--- config.mk ---
export PLATFORM = sky130hd
export DESIGN_NAME = pipe_ctrl
export DESIGN_NICKNAME = d
export VERILOG_FILES = /design/src/rtl/pipe_ctrl_pkg.sv /design/src/rtl/pipe_ctrl.sv
export SDC_FILE = /design/constraint.sdc
export NUM_CORES = 1
export LEC_CHECK = 0
export ABC_AREA = 1
export CELL_PAD_IN_SITES_DETAIL_PLACEMENT = 0
export CELL_PAD_IN_SITES_GLOBAL_PLACEMENT = 2
export CORE_MARGIN = 10
export CORE_UTILIZATION = 21
export CTS_CLUSTER_DIAMETER = 150
export DETAILED_ROUTE_END_ITERATION = 16
export GPL_TIMING_DRIVEN = 0
export PLACE_DENSITY = 0.9
export SYNTH_ARGS = -nofsm -noshare
export SYNTH_HDL_FRONTEND = slang
export SYNTH_SLANG_ARGS = --single-unit
--- constraint.sdc ---
create_clock -name clk -period 3 [get_ports clk]
set_clock_uncertainty 0.05 [all_clocks]
set_input_delay 0.3 -clock clk [delete_from_list [all_inputs] [get_ports clk]]
set_output_delay 0.3 -clock clk [all_outputs]
set_load 0.02 [all_outputs]
--- src/rtl/pipe_ctrl_pkg.sv ---
// Shared definitions for the pipeline control unit: fetch hold encodings and FSM states.
package pipe_ctrl_pkg;

  localparam logic [1:0] HOLD_NONE = 2'd0;
  localparam logic [1:0] HOLD_PC   = 2'd1;
  localparam logic [1:0] HOLD_PPL  = 2'd2;

  typedef enum logic [1:0] {
    CTRL_RUN     = 2'd0,
    CTRL_BR_WAIT = 2'd1,
    CTRL_DRAIN   = 2'd2,
    CTRL_ENTER   = 2'd3
  } ctrl_state_e;

  // The drain counter loads cycles-1 so that a count of N holds fetch for exactly N cycles.
  function automatic logic [2:0] drain_init(input int cyc);
    return 3'(cyc - 1);
  endfunction

endpackage

--- src/rtl/pipe_ctrl.sv ---
// Pipeline control: holds fetch across branches, redirects on EX resolution,
// stalls on load-use hazards and sequences interrupt entry and RETI return.
module pipe_ctrl
  import pipe_ctrl_pkg::*;
#(
  parameter int                ADDR_W     = 16,
  parameter logic [ADDR_W-1:0] INT_VECTOR = ADDR_W'(16'h0004),
  parameter int                DRAIN_CYC  = 2
) (
  input  logic              clk,
  input  logic              rst_n,
  input  logic              hold_pc,
  input  logic [ADDR_W-1:0] inst_addr,
  input  logic              ex_br_done,
  input  logic              ex_jump_flag,
  input  logic [ADDR_W-1:0] ex_jump_pc,
  input  logic              ex_reti,
  input  logic              ld_hazard,
  input  logic              int_req,
  input  logic              int_en,
  output logic              jump_flag,
  output logic [ADDR_W-1:0] jump_pc,
  output logic [1:0]        hold_flag,
  output logic              int_ack,
  output logic              in_isr,
  output logic [ADDR_W-1:0] epc
);

  localparam logic [2:0] DRAIN_INIT = drain_init(DRAIN_CYC);

  ctrl_state_e state;
  logic [2:0]  drain_cnt;

  // Redirect and hold must reach fetch in the same cycle EX resolves, so they are combinational.
  always_comb begin
    jump_flag = 1'b0;
    jump_pc   = '0;
    hold_flag = HOLD_NONE;
    case (state)
      CTRL_RUN: begin
        hold_flag = ld_hazard ? HOLD_PPL : HOLD_NONE;
      end
      CTRL_BR_WAIT: begin
        hold_flag = ld_hazard ? HOLD_PPL : HOLD_PC;
        if (ex_br_done) begin
          if (ex_reti) begin
            jump_flag = 1'b1;
            jump_pc   = epc;
          end else if (ex_jump_flag) begin
            jump_flag = 1'b1;
            jump_pc   = ex_jump_pc;
          end
        end
      end
      CTRL_DRAIN: begin
        hold_flag = ld_hazard ? HOLD_PPL : HOLD_PC;
      end
      CTRL_ENTER: begin
        jump_flag = 1'b1;
        jump_pc   = INT_VECTOR;
      end
      default: ;
    endcase
  end

  // A pending branch beats a same-cycle interrupt; the request is simply re-sampled back in RUN.
  always_ff @(posedge clk or negedge rst_n) begin
    if (!rst_n) begin
      state     <= CTRL_RUN;
      drain_cnt <= 3'd0;
      in_isr    <= 1'b0;
      epc       <= '0;
      int_ack   <= 1'b0;
    end else begin
      int_ack <= 1'b0;
      case (state)
        CTRL_RUN: begin
          if (int_req && int_en && !in_isr && !hold_pc) begin
            state     <= CTRL_DRAIN;
            drain_cnt <= DRAIN_INIT;
          end else if (hold_pc) begin
            state <= CTRL_BR_WAIT;
          end
        end
        CTRL_BR_WAIT: begin
          if (ex_br_done) begin
            if (ex_reti) in_isr <= 1'b0;
            state <= CTRL_RUN;
          end
        end
        CTRL_DRAIN: begin
          if (!ld_hazard) begin
            if (drain_cnt == 3'd0) state <= CTRL_ENTER;
            else drain_cnt <= drain_cnt - 3'd1;
          end
        end
        CTRL_ENTER: begin
          epc     <= inst_addr;
          in_isr  <= 1'b1;
          int_ack <= 1'b1;
          state   <= CTRL_RUN;
        end
        default: state <= CTRL_RUN;
      endcase
    end
  end

endmodule

# Word-level counts from Yosys, hierarchy flattened
# Index checks and enable logic that the tools add are counted.
dict set report word_totals {
  reg_bits 23
  inputBits 41
  output_inout_bits 37
  wordCells 54
}
dict set report classes {
  addsub 1
  n_eq_ne 10
  mux 25
  n_reduce_logical 13
}
# cell n
set op_table {}
lappend op_table {{2-to-1 mux 16 bit} 3}
lappend op_table {{case mux 16 bit (2 select lines)} 1}
lappend op_table {{2-to-1 mux 2 bit} 7}
lappend op_table {{!= test 2 bit (second input constant)} 6}
lappend op_table {{2-to-1 mux 3 bit} 3}
lappend op_table {{case mux 2 bit (4 select lines)} 1}
lappend op_table {{AND reduction 4 bit} 2}
lappend op_table {{2-to-1 mux 1 bit} 6}
lappend op_table {{case mux 3 bit (2 select lines)} 1}
lappend op_table {{equality test 2 bit (second input constant)} 2}
lappend op_table {{case mux 1 bit (2 select lines)} 2}
lappend op_table {{case mux 2 bit (2 select lines)} 1}
lappend op_table {{nonzero test 2 bit} 2}
lappend op_table {{logical AND 1 bit} 3}
lappend op_table {{logical NOT 3 bit} 1}
lappend op_table {{!= test 3 bit (second input constant)} 1}
lappend op_table {{AND reduction 3 bit} 1}
lappend op_table {{subtractor 3 x 1 -> 3 bit (second input constant)} 1}
lappend op_table {{equality test 2 x 1 -> 1 bit (second input constant)} 1}
lappend op_table {{logical NOT 1 bit} 2}
lappend op_table {{logical NOT 2 bit} 1}
lappend op_table {{OR reduction 2 bit} 1}

# Depth between registers and ports, before layout
# Gate-level depths: netlist of the first run.
dict set report depth {
  word_depth 5
  ltp_mapped 9
}

# Worst setup path before layout of the first run
# OpenSTA, ideal clock, no wires.
dict set report synth_path {
  kind {register to output}
  startpoint {reg state[0]}
  endpoint {out hold_flag[1]}
  arrival_time_ns 1.324
  slack_ns 1.326
  path_stages_with_launch 4
  path_buffers 1
  path_cell_list {dfrtp_1 > ha_1 > buf_2 > a211oi_1}
}
dict set report synth_via {
  elab_chain_len 3
  word_cells_on_any_way 5
  cone_classes {eq/ne (2); mux (1); reduce/logical (2)}
}
# item line
set synth_rtl {}
lappend synth_rtl {{start: declaration} pipe_ctrl.sv:31} ;# ctrl_state_e state;
lappend synth_rtl {{start signal: assignment} pipe_ctrl.sv:69} ;# state <= CTRL_RUN;
lappend synth_rtl {{start signal: assignment} pipe_ctrl.sv:79} ;# state <= CTRL_DRAIN;
lappend synth_rtl {{start signal: assignment} pipe_ctrl.sv:82} ;# state <= CTRL_BR_WAIT;
lappend synth_rtl {{equality test 2 bit or equality test 2 x 1 -> 1 bit (tied branches)} pipe_ctrl.sv:39} ;# case (state)
lappend synth_rtl {{OR reduction 2 bit (no source line)} n/a}
lappend synth_rtl {{case mux 2 bit (2 select lines) (*)} pipe_ctrl.sv:39}
lappend synth_rtl {{end: declaration} pipe_ctrl.sv:23} ;# output logic [1:0] hold_flag,
# Every way passes the cells marked *; elsewhere a longest branch is shown, timed or not.

# Final worst setup path of the first run
dict set report layout_path {
  startpoint {reg state[1]}
  endpoint {out jump_pc[10]}
}
dict set report layout_via {
  elab_chain_len 2
  word_cells_on_any_way 3
  cone_classes {eq/ne (2); mux (1)}
}
# item line
set layout_rtl {}
lappend layout_rtl {{equality test 2 bit or equality test 2 x 1 -> 1 bit (tied branches)} pipe_ctrl.sv:39}
lappend layout_rtl {{case mux 16 bit (2 select lines) (*)} pipe_ctrl.sv:39}
lappend layout_rtl {{end: declaration} pipe_ctrl.sv:22} ;# output logic [ADDR_W-1:0] jump_pc,
# Marks and branches as above.

==> impl_metrics.py, run 1 <==
metrics = {
    "status": {
        "outcome": "completed",
    },
    "floorplanning": {
        "core-area_um2": 6350,
        "die_w_um": 100.9,
        "rows": 29,
        "start_util_pct": 21.64,
        "dieHeight_um": 100.9,
        "io_pins": 78,
        "dieArea_um2": 10180,
    },
    "critical_path": {
        "critPathKind": "flip-flop to output pin",
        "startpoint_type": "flip-flop",
        "cp.arrival_ns": 2.25,
        "crit_path_end_kind": "output pin",
        "required_ns": 2.65,
        "path_max_fanout": 10,
    },
    "pwr": {
        "leakage_uw": 0.001049,
        "power_density_nw_per_um2": 869.3,
        "ir_drop_uv": 360.3,
    },
    "job": {
        "drv_cap": 0,
    },
    "route": {
        "firstDrtPassIters": 4,
        "num_vias": 1451,
        "viasPerCell": 4.230,
        "wl_um": 4936,
        "drc_errors": 0,
        "post_drt_wl_per_cell_um": 14.39,
        "drtIter0Drc": 62,
        "ant_nets": 0,
    },
    "placed_design": {
        "io_buffers": 77,
        "gp_congestion": 0.8252,
        "dpl_cell_area_um2": 2241,
        "dp.cells": 339,
        "dp_hpwl_um": 3931,
    },
    "cts": {
        "cts_buffers": 3,
        "clock_latency_ns": 0.26,
        "cts_buffer_depth": 2,
        "cts_tree": "done",
        "cts_htree_levels": 1,
        "ctsResizeCount": 0,
        "cts.sinks": 23,
        "path_clk_slew_ns": 0.09,
        "hold_buffers": 0,
        "cts-root-buf": "clkbuf_8",
        "post-cts-setup-buffers": 0,
    },
    "logic_synthesis": {
        "synth_cell_types": 22,
        "avgSynthCellArea_um2": 7.426,
        "syn_inst": 185,
        "syn_nets": 233,
        "synth-simple-area-share_pct": 30.97,
        "yosysTopAreaCell": "dfrtp_1",
        "synth_top_family_by_area": "simple AND/OR/NAND/NOR gates",
        "muxShareOfSynthArea_pct": 0,
        "syn-cell-area_um2": 1374,
        "synth.area.top_cells": "dfrtp_1 42%, nand2_1 20%, a22oi_1 7.7%",
        "synth-warning-count": 0,
        "synth_compound_area_share_pct": 12.84,
        "ys_seq_area_share_pct": 41.89,
        "synth_top_area_share_pct": 41.89,
        "synth_xor_xnor_area_share_pct": 0,
        "synth_fa_ha_area_share_pct": 6.375,
        "ys_ff_latch": 23,
    },
    "finish": {
        "num-fill-cells": 668,
        "antenna_cells": 0,
        "nets": 315,
        "seq_area_um2": 575.6,
        "final_area_um2": 2286,
        "instances_no_fill": 343,
        "layout-drive-gt1-share_pct": 6.767,
        "multiInputGateArea_um2": 689.4,
        "utilization_pct": 36.00,
        "syn_to_final_growth_pct": 66.39,
    },
    "sta": {
        "grt_setup_unrepaired": "false",
        "post-route-period-util_pct": 86.72,
        "setup_violations": 0,
        "clock.fmax_mhz": 384.4,
        "drv_slew": 0,
        "worst_pin_slew_ns": 1.091,
        "min_period_ns": 2.602,
        "relSlewSlack_pct": 27.02,
        "final_hold_viol_count": 0,
        "hold_ws_ns": 0.4253,
        "setup_tns_ns": 0,
    },
    "min_path": {
        "hp-class": "flip-flop to flip-flop",
    },
    "global_route": {
        "grt_pass1_wl_um": 7914,
        "antenna_found_initial": 0,
        "overflow": 0,
        "grt_use_total_pct": 9.593,
        "grt_max_degree": 24,
        "grt_pass1_vias": 1596,
    },
}
synthesized netlist by cell type, drive strengths merged:
| master | n |
|---|---|
| nand2 | 76 |
| dfrtp | 23 |
| nor2 | 23 |
| inv | 15 |
| a22oi | 14 |
| o21ai | 8 |
| buf | 7 |
| ha | 7 |
| nand3 | 7 |
| a211oi | 2 |
| a21boi | 1 |
| clkinv | 1 |
| or2 | 1 |
sequential cells by signal, summed over array words and instances, names as in the netlist:
register / flops
epc: 16
state: 2
drain_cnt: 3
in_isr: 1
int_ack: 1
metal layers:
| metal | track usage (%) | up-vias | routed length [µm] | share of wire, % |
|---|---|---|---|---|
| met5 | 0 | - | 0 | 0 |
| met4 | 0.9783 | 0 | 19 | 0.38 |
| met3 | 5.281 | 2 | 530 | 11 |
| met2 | 15.33 | 50 | 2266 | 46 |
| met1 | 11.36 | 648 | 2120 | 43 |
| li1 | - | 751 | - | - |
report_power, final:
group	switching, µW	internal [µW]
sequential	121	457
clock	98.3	94.7
combinational	671	546
layout make-up:
cell class,count,area share [%]
clock buffer,4,1.970
tap,77,4.215
buffer,7,2.135
inverter,16,2.627
multi-input combinational,139,30.16
sequential,23,25.18
timing repair buffer,77,33.72
layout by cell type, fill, tap and decap left out:
master	netlist	routed
buf_2	3	3
clkbuf_1	0	1
clkbuf_8	0	3
nor2_2	1	1
nor2_1	21	21
a21boi_1	1	1
buf_6	1	1
nand2_1	75	75
o21ai_2	1	1
a211oi_2	1	1
nand3_1	7	7
inv_1	12	12
dfrtp_1	23	23
o21ai_0	3	3
buf_4	3	3
ha_1	7	7
nand2_2	1	1
inv_2	3	3
nor2_4	1	1
a211oi_1	1	1
or2_1	1	1
a22oi_1	14	14
o21ai_1	4	4
clkdlybuf4s50_1	0	77
clkinv_1	1	1
through the flow:
step | power, µW | worst slack, ns
2_1_floorplan | 1242 | 1.326
3_3_place_gp | 1810 | 0.5994
3_5_place_dp | 1820 | 0.5804
4_1_cts | 2023 | 0.3393
5_1_grt | 2173 | 0.2062
6_report | 1987 | 0.3984
cells by family after synthesis:
| group | Yosys count |
|---|---|
| AND/OR/NAND/NOR | 107 |
| flip-flops | 23 |
| adder cells (fa/ha/maj) | 7 |
| buffers and inverters | 23 |
| AO/OA/AOI/OAI | 25 |
final timing paths:
kind | startpoint | to | slack (ns) | cells after the start
min in group asynchronous | rst_n | epc[1]$_DFFE_PN0P_ | 0.57 | 1
worst max register to register | state[1]$_DFFE_PN0P_ | in_isr$_DFFE_PN0P_ | 1.51 | 7
max in group asynchronous | rst_n | drain_cnt[0]$_DFFE_PN0P_ | 1.67 | 1
worst max-delay path | state[1]$_DFFE_PN0P_ | jump_pc[10] | 0.40 | 6
worst min register to register | drain_cnt[1]$_DFFE_PN0P_ | drain_cnt[1]$_DFFE_PN0P_ | 0.43 | 2
worst min-delay path | drain_cnt[1]$_DFFE_PN0P_ | drain_cnt[1]$_DFFE_PN0P_ | 0.43 | 2
critical path: stages (launching register included):
cell and delay [ns]:
dfrtp_1 0.42, inv_1 0.12, ha_1 0.21, nand2_1 0.21
buf_2 0.26, nor2_1 0.14, clkdlybuf4s50_1 0.63
(Power assumes the default switching activity.)
==> run 2: changes to the inputs <==
--- a/config.mk
+++ b/config.mk
@@ -14,6 +14,7 @@
 export DETAILED_ROUTE_END_ITERATION = 16
 export GPL_TIMING_DRIVEN = 0
 export PLACE_DENSITY = 0.9
+export SETUP_SLACK_MARGIN = 0.5
 export SYNTH_ARGS = -nofsm -noshare
 export SYNTH_HDL_FRONTEND = slang
 export SYNTH_SLANG_ARGS = --single-unit
==> impl_metrics.py, run 2 (synthesized netlist as in run 1, its figures left out) <==
metrics = {
    "min_path": {
        "hp-class": "flip-flop to flip-flop",
    },
    "global_route": {
        "grt_pass1_vias": 1595,
        "met1_usage_pct": 11.44,
        "grt_use_total_pct": 9.622,
        "grt_pass1_wl_um": 7935,
        "overflow": 0,
        "met2_usage_pct": 15.33,
        "grt_max_degree": 24,
        "antenna_found_initial": 0,
        "met3_usage_pct": 5.281,
        "busiest_layer": "met2",
    },
    "finish": {
        "layout_commonest_cell": "nand2_1",
        "layout_common_cells": "74 x nand2_1, 63 x clkdlybuf4s50_1, 23 x dfrtp_1",
        "largest_register_ffs": 16,
        "reg_top3": "epc: 16 flops, drain_cnt: 3 flops, state: 2 flops",
        "num-fill-cells": 672,
        "layout-drive-gt1-share_pct": 7.143,
        "final_area_um2": 2275,
        "nets": 315,
        "utilization_pct": 35.82,
        "antenna_cells": 0,
        "syn_to_final_growth_pct": 65.57,
        "instances_no_fill": 343,
        "largest-register": "epc",
    },
    "placed_design": {
        "dpl_cell_area_um2": 2241,
        "gp_congestion": 0.8252,
        "dp_hpwl_um": 3931,
        "io_buffers": 77,
        "dp.cells": 339,
    },
    "route": {
        "num_vias": 1447,
        "drtIter0Drc": 62,
        "post_drt_wl_per_cell_um": 14.38,
        "viasPerCell": 4.219,
        "firstDrtPassIters": 4,
        "ant_nets": 0,
        "drc_errors": 0,
        "wl_um": 4934,
    },
    "floorplanning": {
        "rows": 29,
        "dieArea_um2": 10180,
        "dieHeight_um": 100.9,
        "core-area_um2": 6350,
        "io_pins": 78,
        "start_util_pct": 21.64,
        "die_w_um": 100.9,
    },
    "critical_path": {
        "startpoint_type": "flip-flop",
        "path_max_fanout": 7,
        "required_ns": 2.65,
        "cp.arrival_ns": 1.95,
        "crit_path_end_kind": "output pin",
        "critPathKind": "flip-flop to output pin",
    },
    "pwr": {
        "p_sw_share_pct": 45.47,
        "clockPowerShare_pct": 10.0,
        "p_switching_uw": 892.8,
        "leakage_uw": 0.001116,
        "p_seq_share_pct": 29.4,
        "ir_drop_uv": 364.3,
        "power.total_uw": 1963,
        "p_int_uw": 1071,
        "power_density_nw_per_um2": 863.2,
        "pwr-share-comb_pct": 60.6,
    },
    "sta": {
        "post-route-period-util_pct": 76.69,
        "setup_tns_ns": 0,
        "min_period_ns": 2.301,
        "worst_pin_slew_ns": 1.071,
        "drv_slew": 0,
        "setup_violations": 0,
        "final_hold_viol_count": 0,
        "relSlewSlack_pct": 28.39,
        "grt_setup_unrepaired": "false",
        "clock.fmax_mhz": 434.7,
    },
    "cts": {
        "cts-root-buf": "clkbuf_8",
        "cts_tree": "done",
        "path_clk_slew_ns": 0.09,
        "post-cts-setup-buffers": 0,
        "cts_htree_levels": 1,
        "cts_buffers": 3,
        "cts_buffer_depth": 2,
        "clock_latency_ns": 0.26,
        "cts.sinks": 23,
    },
    "status": {
        "outcome": "completed",
    },
    "job": {
        "drv_cap": 0,
    },
}
-- run 2: per-stage QoR --
step | hold slack [ns] | worst slack (ns)
3_3_place_gp | 0.4055 | 0.5994
5_1_grt | 0.4601 | 0.5650
3_5_place_dp | 0.4089 | 0.5804
4_1_cts | 0.4299 | 0.6145
6_report | 0.4253 | 0.6993
2_1_floorplan | -0.04559 | 1.326
-- run 2: layout make-up --
| class | count | area [µm²] | share of cell area, % |
|---|---|---|---|
| repair buffers | 77 | 757.0 | 33.28 |
| well taps | 77 | 96.34 | 4.235 |
| inverters | 16 | 60.06 | 2.640 |
| multi-input cells | 139 | 691.9 | 30.42 |
| plain buffers | 7 | 48.80 | 2.145 |
| clock buffers | 4 | 45.04 | 1.980 |
| flip-flops and latches | 23 | 575.6 | 25.30 |
-- run 2: metal layers --
| metal | part of all wire (%) | wire [µm] |
|---|---|---|
| met5 | 0 | 0 |
| met4 | 0.34 | 17 |
| met3 | 11 | 525 |
| met2 | 45 | 2236 |
| met1 | 44 | 2154 |
-- run 2: worst paths after layout --
check / startpoint / end / slack (ns) / cells after the start
worst max-delay path: state[1]$_DFFE_PN0P_ / jump_pc[9] / 0.70 / 5
worst min-delay path: drain_cnt[1]$_DFFE_PN0P_ / drain_cnt[1]$_DFFE_PN0P_ / 0.43 / 2
worst max register to register: state[1]$_DFFE_PN0P_ / in_isr$_DFFE_PN0P_ / 1.50 / 7
worst min register to register: drain_cnt[1]$_DFFE_PN0P_ / drain_cnt[1]$_DFFE_PN0P_ / 0.43 / 2
max in group asynchronous: rst_n / drain_cnt[0]$_DFFE_PN0P_ / 1.70 / 1
min in group asynchronous: rst_n / epc[1]$_DFFE_PN0P_ / 0.56 / 1
-- run 2: power by group through the flow --
| stage | registers [µW] | logic (µW) | clock network (µW) |
|---|---|---|---|
| 6_report | 578 | 1190 | 196 |
| 5_1_grt | 600 | 1330 | 219 |
| 4_1_cts | 578 | 1220 | 203 |
| 3_5_place_dp | 578 | 1240 | 0 |
| 3_3_place_gp | 580 | 1230 | 0 |
| 2_1_floorplan | 707 | 535 | 0 |
-- run 2: repair_timing --
action,in CTS,in global routing
endpoints found under the setup margin,13,1
hold buffers,0,0
gates resized for setup,14,1
-- run 2: worst max-delay path: stages, from the launching register on --
cell and delay, ns:
dfrtp_1 0.42, inv_1 0.12, ha_1 0.23, nand2_2 0.15
nor2_1 0.14, clkdlybuf4s50_1 0.62
==> run 3: changes to the inputs <==
--- a/config.mk
+++ b/config.mk
@@ -9,11 +9,11 @@
 export CELL_PAD_IN_SITES_DETAIL_PLACEMENT = 0
 export CELL_PAD_IN_SITES_GLOBAL_PLACEMENT = 2
 export CORE_MARGIN = 10
-export CORE_UTILIZATION = 21
+export CORE_UTILIZATION = 17
 export CTS_CLUSTER_DIAMETER = 150
 export DETAILED_ROUTE_END_ITERATION = 16
 export GPL_TIMING_DRIVEN = 0
-export PLACE_DENSITY = 0.9
+export PLACE_DENSITY = 0.79
 export SETUP_SLACK_MARGIN = 0.5
 export SYNTH_ARGS = -nofsm -noshare
 export SYNTH_HDL_FRONTEND = slang
==> constraint.sdc (replaced) <==
create_clock -name clk -period 2 [get_ports clk]
set_clock_uncertainty 0.05 [all_clocks]
set_input_delay 0.2 -clock clk [delete_from_list [all_inputs] [get_ports clk]]
set_output_delay 0.2 -clock clk [all_outputs]
set_load 0.02 [all_outputs]
==> impl_metrics.py, run 3 (synthesized netlist as in run 1, its figures left out) <==
metrics = {
    "status": {
        "outcome": "completed",
    },
    "cts": {
        "cts_buffers": 3,
        "hold_buffers": 0,
        "cts_tree": "done",
        "cts_buffer_depth": 2,
        "cts-root-buf": "clkbuf_8",
        "cts.sinks": 23,
        "clock_latency_ns": 0.26,
        "path_clk_slew_ns": 0.08,
        "cts_htree_levels": 1,
    },
    "sta": {
        "grt_setup_unrepaired": "true",
        "worst_pin_slew_ns": 1.080,
        "relSlewSlack_pct": 27.87,
        "drv_slew": 0,
        "post-route-period-util_pct": 86.43,
        "finalWorstSetupSlack_ns": 0.2713,
        "hold_ws_ns": 0.07620,
        "setup_tns_ns": 0,
        "setup_violations": 0,
        "final_hold_viol_count": 0,
        "clock.fmax_mhz": 578.5,
        "min_period_ns": 1.729,
    },
    "floorplanning": {
        "start_util_pct": 17.60,
        "dieHeight_um": 109.9,
        "core-area_um2": 7807,
        "dieArea_um2": 12080,
        "die_w_um": 109.9,
        "rows": 32,
        "io_pins": 78,
    },
    "finish": {
        "antenna_cells": 0,
        "num-fill-cells": 855,
        "final_area_um2": 2730,
        "layout_commonest_cell": "nand2_1",
        "layout_common_cells": "74 x nand2_1, 38 x clkdlybuf4s50_1, 22 x dfrtp_1",
        "nets": 334,
        "largest-register": "epc",
        "largest_register_ffs": 16,
        "layout-drive-gt1-share_pct": 30.88,
        "syn_to_final_growth_pct": 98.73,
        "reg_top3": "epc: 16 flops, drain_cnt: 3 flops, state: 2 flops",
    },
    "route": {
        "viasPerCell": 3.987,
        "drc_errors": 0,
        "drtIter0Drc": 27,
        "post_drt_wl_per_cell_um": 14.25,
        "num_vias": 1543,
        "wl_um": 5513,
        "firstDrtPassIters": 4,
        "ant_nets": 0,
    },
    "placed_design": {
        "io_buffers": 77,
        "dpl_worst_slack_ns": -0.2482,
        "dpl_cell_area_um2": 2292,
        "gp_congestion": 0.6959,
        "dp_hpwl_um": 4043,
    },
    "pwr": {
        "power.total_uw": 3422,
        "ir_drop_uv": 419.4,
        "power_density_nw_per_um2": 1254,
        "leakage_uw": 0.001268,
    },
    "critical_path": {
        "cp.arrival_ns": 1.48,
        "critPathKind": "flip-flop to output pin",
        "startpoint_type": "flip-flop",
        "cp_slowest_stage_delay_ns": 0.39,
        "cp_cell_sequence": "inv_2 -> ha_4 -> nand2_8 -> buf_8 -> nor2_2 -> buf_6",
        "critPathSlowestCell": "dfrtp_1",
        "required_ns": 1.75,
        "crit_path_end_kind": "output pin",
        "path_max_fanout": 7,
    },
    "min_path": {
        "hp-class": "input port to asynchronous set/reset pin",
    },
    "global_route": {
        "overflow": 0,
        "grt_use_total_pct": 8.589,
        "grt_pass1_vias": 1539,
        "grt_pass1_wl_um": 8073,
        "grt_max_degree": 24,
        "antenna_found_initial": 0,
    },
    "job": {
        "drv_cap": 0,
    },
}
-- run 3: worst max-delay path, delay by kind of cell, from the launching register on --
family | cells | cell delay [ns]
fa+ha+maj | 1 | 0.18
simple gates | 2 | 0.21
flops | 1 | 0.39
buf+inv | 3 | 0.41
-- run 3: path summary, 6_finish.rpt --
check                                           end                      from  cells after the start  slack, ns
setup / recovery                        jump_pc[13]      state[1]$_DFFE_PN0P_                      6       0.27
hold / removal                   epc[4]$_DFFE_PN0P_                     rst_n                      1       0.08
setup reg to reg               state[0]$_DFFE_PN0P_      state[0]$_DFFE_PN0P_                      9       0.50
hold reg to reg            drain_cnt[1]$_DFFE_PN0P_  drain_cnt[1]$_DFFE_PN0P_                      2       0.43
max in group asynchronous      state[0]$_DFFE_PN0P_                     rst_n                      1       1.10
min in group clk                 epc[6]$_DFFE_PN0P_              inst_addr[6]                      3       0.41
-- run 3: metal layers --
layer	wire length, µm	track usage [%]	vias to the layer above
li1	-	-	791
met1	2217	9.870	706
met2	2696	14.39	44
met3	550	3.920	2
met4	48	1.673	0
met5	0	0	-
-- run 3: power breakdown --
| part | switching (µW) | leakage (µW) | internal, µW |
|---|---|---|---|
| Combinational | 1230 | 0.000963 | 1020 |
| Sequential | 188 | 0.000282 | 688 |
| Clock | 150 | 0.0000228 | 142 |
| Total | 1570 | 0.00127 | 1850 |
-- run 3: cell type report --
cell class	count	area (µm²)	share of cell area [%]
timing repair buffer	96	918.4	33.64
inverter	16	77.57	2.841
tap	102	127.6	4.675
buffer	7	95.09	3.483
multi-input combinational	139	889.6	32.58
clock buffer	4	45.04	1.650
sequential	23	576.8	21.13
-- run 3: per-stage QoR --
stage,instances,util (%)
6_report,387,34.97
5_1_grt,387,34.97
4_1_cts,385,34.05
3_5_place_dp,364,29.36
3_3_place_gp,364,29.36
2_1_floorplan,185,-
-- run 3: what timing repair did --
| action | 4_1_cts | 5_1_grt |
|---|---|---|
| setup endpoints to repair | 49 | 35 |
| gates cloned | 2 | 0 |
| resized for setup | 178 | 17 |
| setup buffers | 15 | 2 |
| pin swaps | 13 | 6 |
